## config.mk

```make
export PLATFORM = sky130hd
export DESIGN_NAME = spram_frame_arbiter
export DESIGN_NICKNAME = d
export VERILOG_FILES = /design/src/rtl/spram_frame_arbiter.sv
export SDC_FILE = /design/constraint.sdc
export NUM_CORES = 1
export LEC_CHECK = 0
export CORE_UTILIZATION = 50
export CTS_CLUSTER_DIAMETER = 150
export DETAILED_ROUTE_END_ITERATION = 8
export PLACE_DENSITY = 0.85
export SYNTH_ARGS = -nofsm -noshare
export SYNTH_HDL_FRONTEND = slang
export SYNTH_SLANG_ARGS = --single-unit
```

## constraint.sdc

```tcl
create_clock -name clk -period 3.89 [get_ports clk]
set_input_delay 0.9725 -clock clk [delete_from_list [all_inputs] [get_ports clk]]
set_output_delay 0.9725 -clock clk [all_outputs]
set_load 0.1 [all_outputs]
```

## src/rtl/spram_frame_arbiter.sv

```systemverilog
// spram_frame_arbiter: shares one SP256K (16K x 16) between camera capture writes
// and display scan-out reads. Reads win arbitration, but a read streak limit
// guarantees queued writes are eventually serviced.
// Optional feature: define SPRAM_STDBY_EN to drop the RAM into standby when idle.
module spram_frame_arbiter #(
   parameter int WR_FIFO_DEPTH = 4,
   parameter int MAX_RD_STREAK = 8,
   parameter int IDLE_CYCLES   = 64
) (
   input  logic        clk,
   input  logic        reset_n,
   input  logic        wr_valid,
   output logic        wr_ready,
   input  logic [13:0] wr_addr,
   input  logic [15:0] wr_data,
   input  logic [3:0]  wr_mask,
   input  logic        rd_valid,
   output logic        rd_ready,
   input  logic [13:0] rd_addr,
   output logic [15:0] rd_data,
   output logic        rd_data_valid,
   output logic [13:0] spram_ad,
   output logic [15:0] spram_di,
   output logic [3:0]  spram_maskwe,
   output logic        spram_we,
   output logic        spram_cs,
   output logic        spram_stdby,
   output logic        spram_sleep,
   output logic        spram_pwroff_n,
   input  logic [15:0] spram_do
);

   localparam int AW = (WR_FIFO_DEPTH > 1) ? $clog2(WR_FIFO_DEPTH) : 1;
   localparam int CW = AW + 1;
   localparam int SW = $clog2(MAX_RD_STREAK + 1);
   localparam logic [CW-1:0] FULL_COUNT = CW'(WR_FIFO_DEPTH);
   localparam logic [SW-1:0] STREAK_MAX = SW'(MAX_RD_STREAK);

   // Catch illegal configurations at elaboration rather than in silicon
   if (WR_FIFO_DEPTH < 2 || WR_FIFO_DEPTH > 16 ||
       (WR_FIFO_DEPTH & (WR_FIFO_DEPTH - 1)) != 0 ||
       MAX_RD_STREAK < 1 || IDLE_CYCLES < 1) begin : gBadParams
      $error("spram_frame_arbiter: illegal parameter value");
   end

   logic [13:0]   fifoAddr_q [WR_FIFO_DEPTH];
   logic [15:0]   fifoData_q [WR_FIFO_DEPTH];
   logic [3:0]    fifoMask_q [WR_FIFO_DEPTH];
   logic [AW-1:0] wrPtr_q;
   logic [AW-1:0] rdPtr_q;
   logic [CW-1:0] fifoCount_q;
   logic [SW-1:0] streak_q;

   logic          spramCs_q;
   logic          spramWe_q;
   logic [13:0]   spramAd_q;
   logic [15:0]   spramDi_q;
   logic [3:0]    spramMaskwe_q;
   logic [1:0]    rdPipe_q;
   logic [15:0]   rdData_q;
   logic          rdDataValid_q;

   logic          fifoEmpty;
   logic          push;
   logic          rdGrant;
   logic          wrGrant;
   logic          holdOff;

   assign fifoEmpty = (fifoCount_q == '0);
   assign wr_ready  = (fifoCount_q != FULL_COUNT);
   assign push      = wr_valid && wr_ready;
   assign rdGrant   = !holdOff && rd_valid && (fifoEmpty || (streak_q < STREAK_MAX));
   assign wrGrant   = !holdOff && !rdGrant && !fifoEmpty;
   assign rd_ready  = rdGrant;

`ifdef SPRAM_STDBY_EN
   localparam int IW = $clog2(IDLE_CYCLES + 1);
   localparam logic [IW-1:0] IDLE_LIMIT = IW'(IDLE_CYCLES);

   typedef enum logic [1:0] {PWR_ACTIVE, PWR_STANDBY, PWR_WAKE} pwrState_e;

   pwrState_e     pwrState_q;
   logic [IW-1:0] idleCount_q;
   logic          stdby_q;
   logic          busActive;

   assign busActive   = rd_valid || !fifoEmpty;
   assign holdOff     = (pwrState_q != PWR_ACTIVE);
   assign spram_stdby = stdby_q;

   // Idle counting, standby entry and the single no-grant wake cycle on exit
   always_ff @(posedge clk or negedge reset_n) begin
      if (!reset_n) begin
         pwrState_q  <= PWR_ACTIVE;
         idleCount_q <= '0;
         stdby_q     <= 1'b0;
      end else begin
         case (pwrState_q)
            PWR_ACTIVE: begin
               if (busActive) begin
                  idleCount_q <= '0;
               end else if (idleCount_q == IDLE_LIMIT) begin
                  pwrState_q <= PWR_STANDBY;
                  stdby_q    <= 1'b1;
               end else begin
                  idleCount_q <= idleCount_q + IW'(1);
               end
            end
            PWR_STANDBY: begin
               if (busActive) begin
                  pwrState_q  <= PWR_WAKE;
                  stdby_q     <= 1'b0;
                  idleCount_q <= '0;
               end
            end
            PWR_WAKE: begin
               pwrState_q <= PWR_ACTIVE;
            end
            default: begin
               pwrState_q <= PWR_ACTIVE;
               stdby_q    <= 1'b0;
            end
         endcase
      end
   end
`else
   assign holdOff     = 1'b0;
   assign spram_stdby = 1'b0;
`endif

   // FIFO payload storage; entries are only meaningful while covered by the count
   always_ff @(posedge clk) begin
      if (push) begin
         fifoAddr_q[wrPtr_q] <= wr_addr;
         fifoData_q[wrPtr_q] <= wr_data;
         fifoMask_q[wrPtr_q] <= wr_mask;
      end
   end

   // FIFO pointers and occupancy; a write grant is the pop
   always_ff @(posedge clk or negedge reset_n) begin
      if (!reset_n) begin
         wrPtr_q     <= '0;
         rdPtr_q     <= '0;
         fifoCount_q <= '0;
      end else begin
         if (push) wrPtr_q <= wrPtr_q + AW'(1);
         if (wrGrant) rdPtr_q <= rdPtr_q + AW'(1);
         case ({push, wrGrant})
            2'b10:   fifoCount_q <= fifoCount_q + CW'(1);
            2'b01:   fifoCount_q <= fifoCount_q - CW'(1);
            default: fifoCount_q <= fifoCount_q;
         endcase
      end
   end

   // Read streak: only counts reads that bypass a waiting write
   always_ff @(posedge clk or negedge reset_n) begin
      if (!reset_n) begin
         streak_q <= '0;
      end else if (fifoEmpty || wrGrant) begin
         streak_q <= '0;
      end else if (rdGrant && (streak_q < STREAK_MAX)) begin
         streak_q <= streak_q + SW'(1);
      end
   end

   // Registered SP256K control; address and data hold when the bus is idle
   always_ff @(posedge clk or negedge reset_n) begin
      if (!reset_n) begin
         spramCs_q     <= 1'b0;
         spramWe_q     <= 1'b0;
         spramAd_q     <= '0;
         spramDi_q     <= '0;
         spramMaskwe_q <= '0;
      end else begin
         spramCs_q <= rdGrant || wrGrant;
         spramWe_q <= wrGrant;
         if (rdGrant) begin
            spramAd_q <= rd_addr;
         end else if (wrGrant) begin
            spramAd_q     <= fifoAddr_q[rdPtr_q];
            spramDi_q     <= fifoData_q[rdPtr_q];
            spramMaskwe_q <= fifoMask_q[rdPtr_q];
         end
      end
   end

   // Read return: track each read through the RAM's one-cycle output register
   always_ff @(posedge clk or negedge reset_n) begin
      if (!reset_n) begin
         rdPipe_q      <= '0;
         rdData_q      <= '0;
         rdDataValid_q <= 1'b0;
      end else begin
         rdPipe_q      <= {rdPipe_q[0], rdGrant};
         rdDataValid_q <= rdPipe_q[1];
         if (rdPipe_q[1]) rdData_q <= spram_do;
      end
   end

   assign spram_cs       = spramCs_q;
   assign spram_we       = spramWe_q;
   assign spram_ad       = spramAd_q;
   assign spram_di       = spramDi_q;
   assign spram_maskwe   = spramMaskwe_q;
   assign spram_sleep    = 1'b0;
   assign spram_pwroff_n = 1'b1;
   assign rd_data        = rdData_q;
   assign rd_data_valid  = rdDataValid_q;

endmodule
```

==> impl_results.md <==
* Drt wl/cell at 21.2 um
* Yosys warns at 0
* Grt ovf at 0
* CP startpoint: fifoCount_q[2]
* Max cap viols at 0
* DRT iter0 DRCs at 234
* Avg Inst Size Synth at 21.0 um^2
* CP Data Required Time at 2920 ps
* # clock sinks at 202
* Slew Limit Fails at 0
* Final setup TNS at 0 ps
* Crit share post-route at 0.881
* # resized after CTS at 0
* Crit. End Element: primary output
* DP Wirelength at 9040 um
* Peak VDD IR at 0.610 mV
* DR vias/cell at 5.60
* Worst R2R Path Depth at 9
* Pin count of the biggest net entering global routing at 67
* WS Path Type: flop to primary output
* GR Util All Layers at 0.196
* Hold buffer count at CTS at 0
* DRC Markers at 0
* Register area share after synthesis at 0.746
* Pwr Density at 846 nW/um^2
* Worst skew pair latency at 480 ps
* Final GP Congestion at 0.745
* First-pass GRT wire length at 23,700 um
* Fill cells at 983
* Layout cell share with drive strength beyond 1 at 0.223
* Root Driver: clkbuf_16
* Layout Skew at 9.94 ps
* Count leader, synth: edfxtp_1
* Post-synth EDFFs at 136
* Min-delay src: rdPipe_q[0]
* PortBufs at 122
* Hold Crit Class: flop to flop
* Clk pin slew, worst setup/hold paths at 60 ps
* FMAX at 0.292 GHz
* Starting density of the core at 0.521
* Worst reg2reg path startpoint: fifoCount_q[2]
* Worst hold slack at 393 ps
* TritonCTS clock tree: yes
* Area grow syn2layout at 26.4%
* ANT nets after route at 0
* DIE AREA at 15,900 um^2
* Nets at 571
* Via count at 3,889
* Commonest cells in the netlist: edfxtp_1, dfrtp_1, mux4_2, mux2_2, and3_1
* Die W at 126 um
* Post-synth top area share at 0.532
* Row count at 44
* Status: finished, final reports clean
* Area contributors post-synth: edfxtp_1, dfrtp_1, mux4_2
* H-tree levels at 1
* Worst r2r dst: fifoCount_q[2]
* Measured slew at the worst slew-check pin at 1020 ps
* Max Fanout on Critical Path at 6
* Synth area leader: edfxtp_1
* Slew headroom at 0.317
* Final setup fails at 0
* Main synth FF type: edfxtp_1
* IO Count at 126
* Final wirelength at 14,700 um
* Post-synth cell types at 29
* # diodes at 0
* Final Hold Vio Count at 0
* Pleak at 3.56 nW
* Pre-Repair DR Iteration Count at 4
* Core area at 14,800 um^2
* Number of synthesized register bits at 202
* Fin crit period at 3430 ps
* Flop2flop setup slack at 1530 ps
* Die Height at 126 um
* Startpoint Class: flop
* Post-CTS Setup Inserts at 0
* Asr flop ratio synth at 0.327
* Antenna violations before repair at 0
* WP data arrival at 2450 ps
* Synthesized instance count at 366
* Num CTS Buffers at 21
* Hold EP: rdPipe_q[1]
* RSZ-0062 raised after global routing: false
* Vias in the first global route at 4,237
* Hold Path Depth at 0
* Mapped cell area at 7680 um^2
* Clk buf depth at 3
-- critical path, cell delays in order (launching register included) --
cell and delay (ps):
dfrtp_1 490, or3b_1 480, clkdlybuf4s50_1 1010
-- through the flow --
step	util	setup slack, ps	cell area [um^2]	power [W]	cells
after detailed placement	0.614	636	9060	0.00641	657
after global routing	0.658	406	9710	0.00854	695
after floorplan	-	768	7690	0.00559	367
final	0.658	464	9710	0.00821	695
after global placement	0.614	693	9060	0.00632	657
after CTS	0.658	447	9710	0.00830	695
-- flip-flops by register name (all words and copies together) (netlist names) --
name / cells
spram_di: 16
spram_cs: 1
fifoMask_q: 16
fifoData_q: 64
fifoCount_q: 3
spram_ad: 14
wrPtr_q: 2
rd_data_valid: 1
spram_maskwe: 4
streak_q: 4
rd_data: 16
fifoAddr_q: 56
rdPtr_q: 2
rdPipe_q: 2
spram_we: 1
-- layer usage --
| metal | wire length (um) | up-vias | track usage |
|---|---|---|---|
| met5 | 0 | - | 0 |
| met4 | 381 | 0 | 0.0553 |
| met3 | 880 | 31 | 0.0365 |
| met2 | 7350 | 153 | 0.334 |
| met1 | 6120 | 1998 | 0.262 |
| li1 | - | 1707 | - |
-- logic make-up after synthesis --
group / count (synthesis) / synth area share
flip-flops: 202 / 0.746
multiplexers: 72 / 0.162
AND/OR/NAND/NOR: 32 / 0.0267
buffers and inverters: 28 / 0.0204
AO/OA/AOI/OAI: 16 / 0.0231
adder cells (fa/ha/maj): 7 / 0.0124
XOR/XNOR: 7 / 0.00798
other: 2 / 0.000977
-- layout make-up --
class	instances	area, um^2	area share
Sequential cell	202	5740	0.591
Multi-Input combinational cell	137	1800	0.185
Timing Repair Buffer	126	1260	0.130
Clock buffer	33	601	0.0619
Tap cell	184	230	0.0237
Clock inverter	5	51.3	0.00528
Inverter	8	30.0	0.00309
-- worst max path at each step --
stage,end,slack [ps],cells past startpoint
global placement,rd_ready,690,4
finish,wr_ready,460,2
floorplan,rd_ready,770,3
detailed placement,rd_ready,640,4
global route,wr_ready,410,2
CTS,wr_ready,450,2
-- power breakdown --
part	internal [W]	switching (W)	total [W]
sequential	0.00286	0.000373	0.00323
combinational	0.00106	0.00205	0.00311
clock	0.00112	0.000749	0.00187
total	0.00504	0.00317	0.00821
-- layout by cell type (no fill, tap or decap), drive strengths merged --
master and n:
conb 3, a21oi 1, o31ai 1, bufinv 1, mux2i 1, dfrtp 66, nor4 1, buf 6
clkinv 3, ha 6, mux2 37, nand2b 2, clkbuf 33, and3 18, nor2 5, and2 2
clkdlybuf4s50 120, mux4 34, or3b 1, fa 1, nand3 2, inv 9, xor2 3, xnor2 4
edfxtp 136, a221o 14, or3 1
Power figures use the tool's default switching activity.
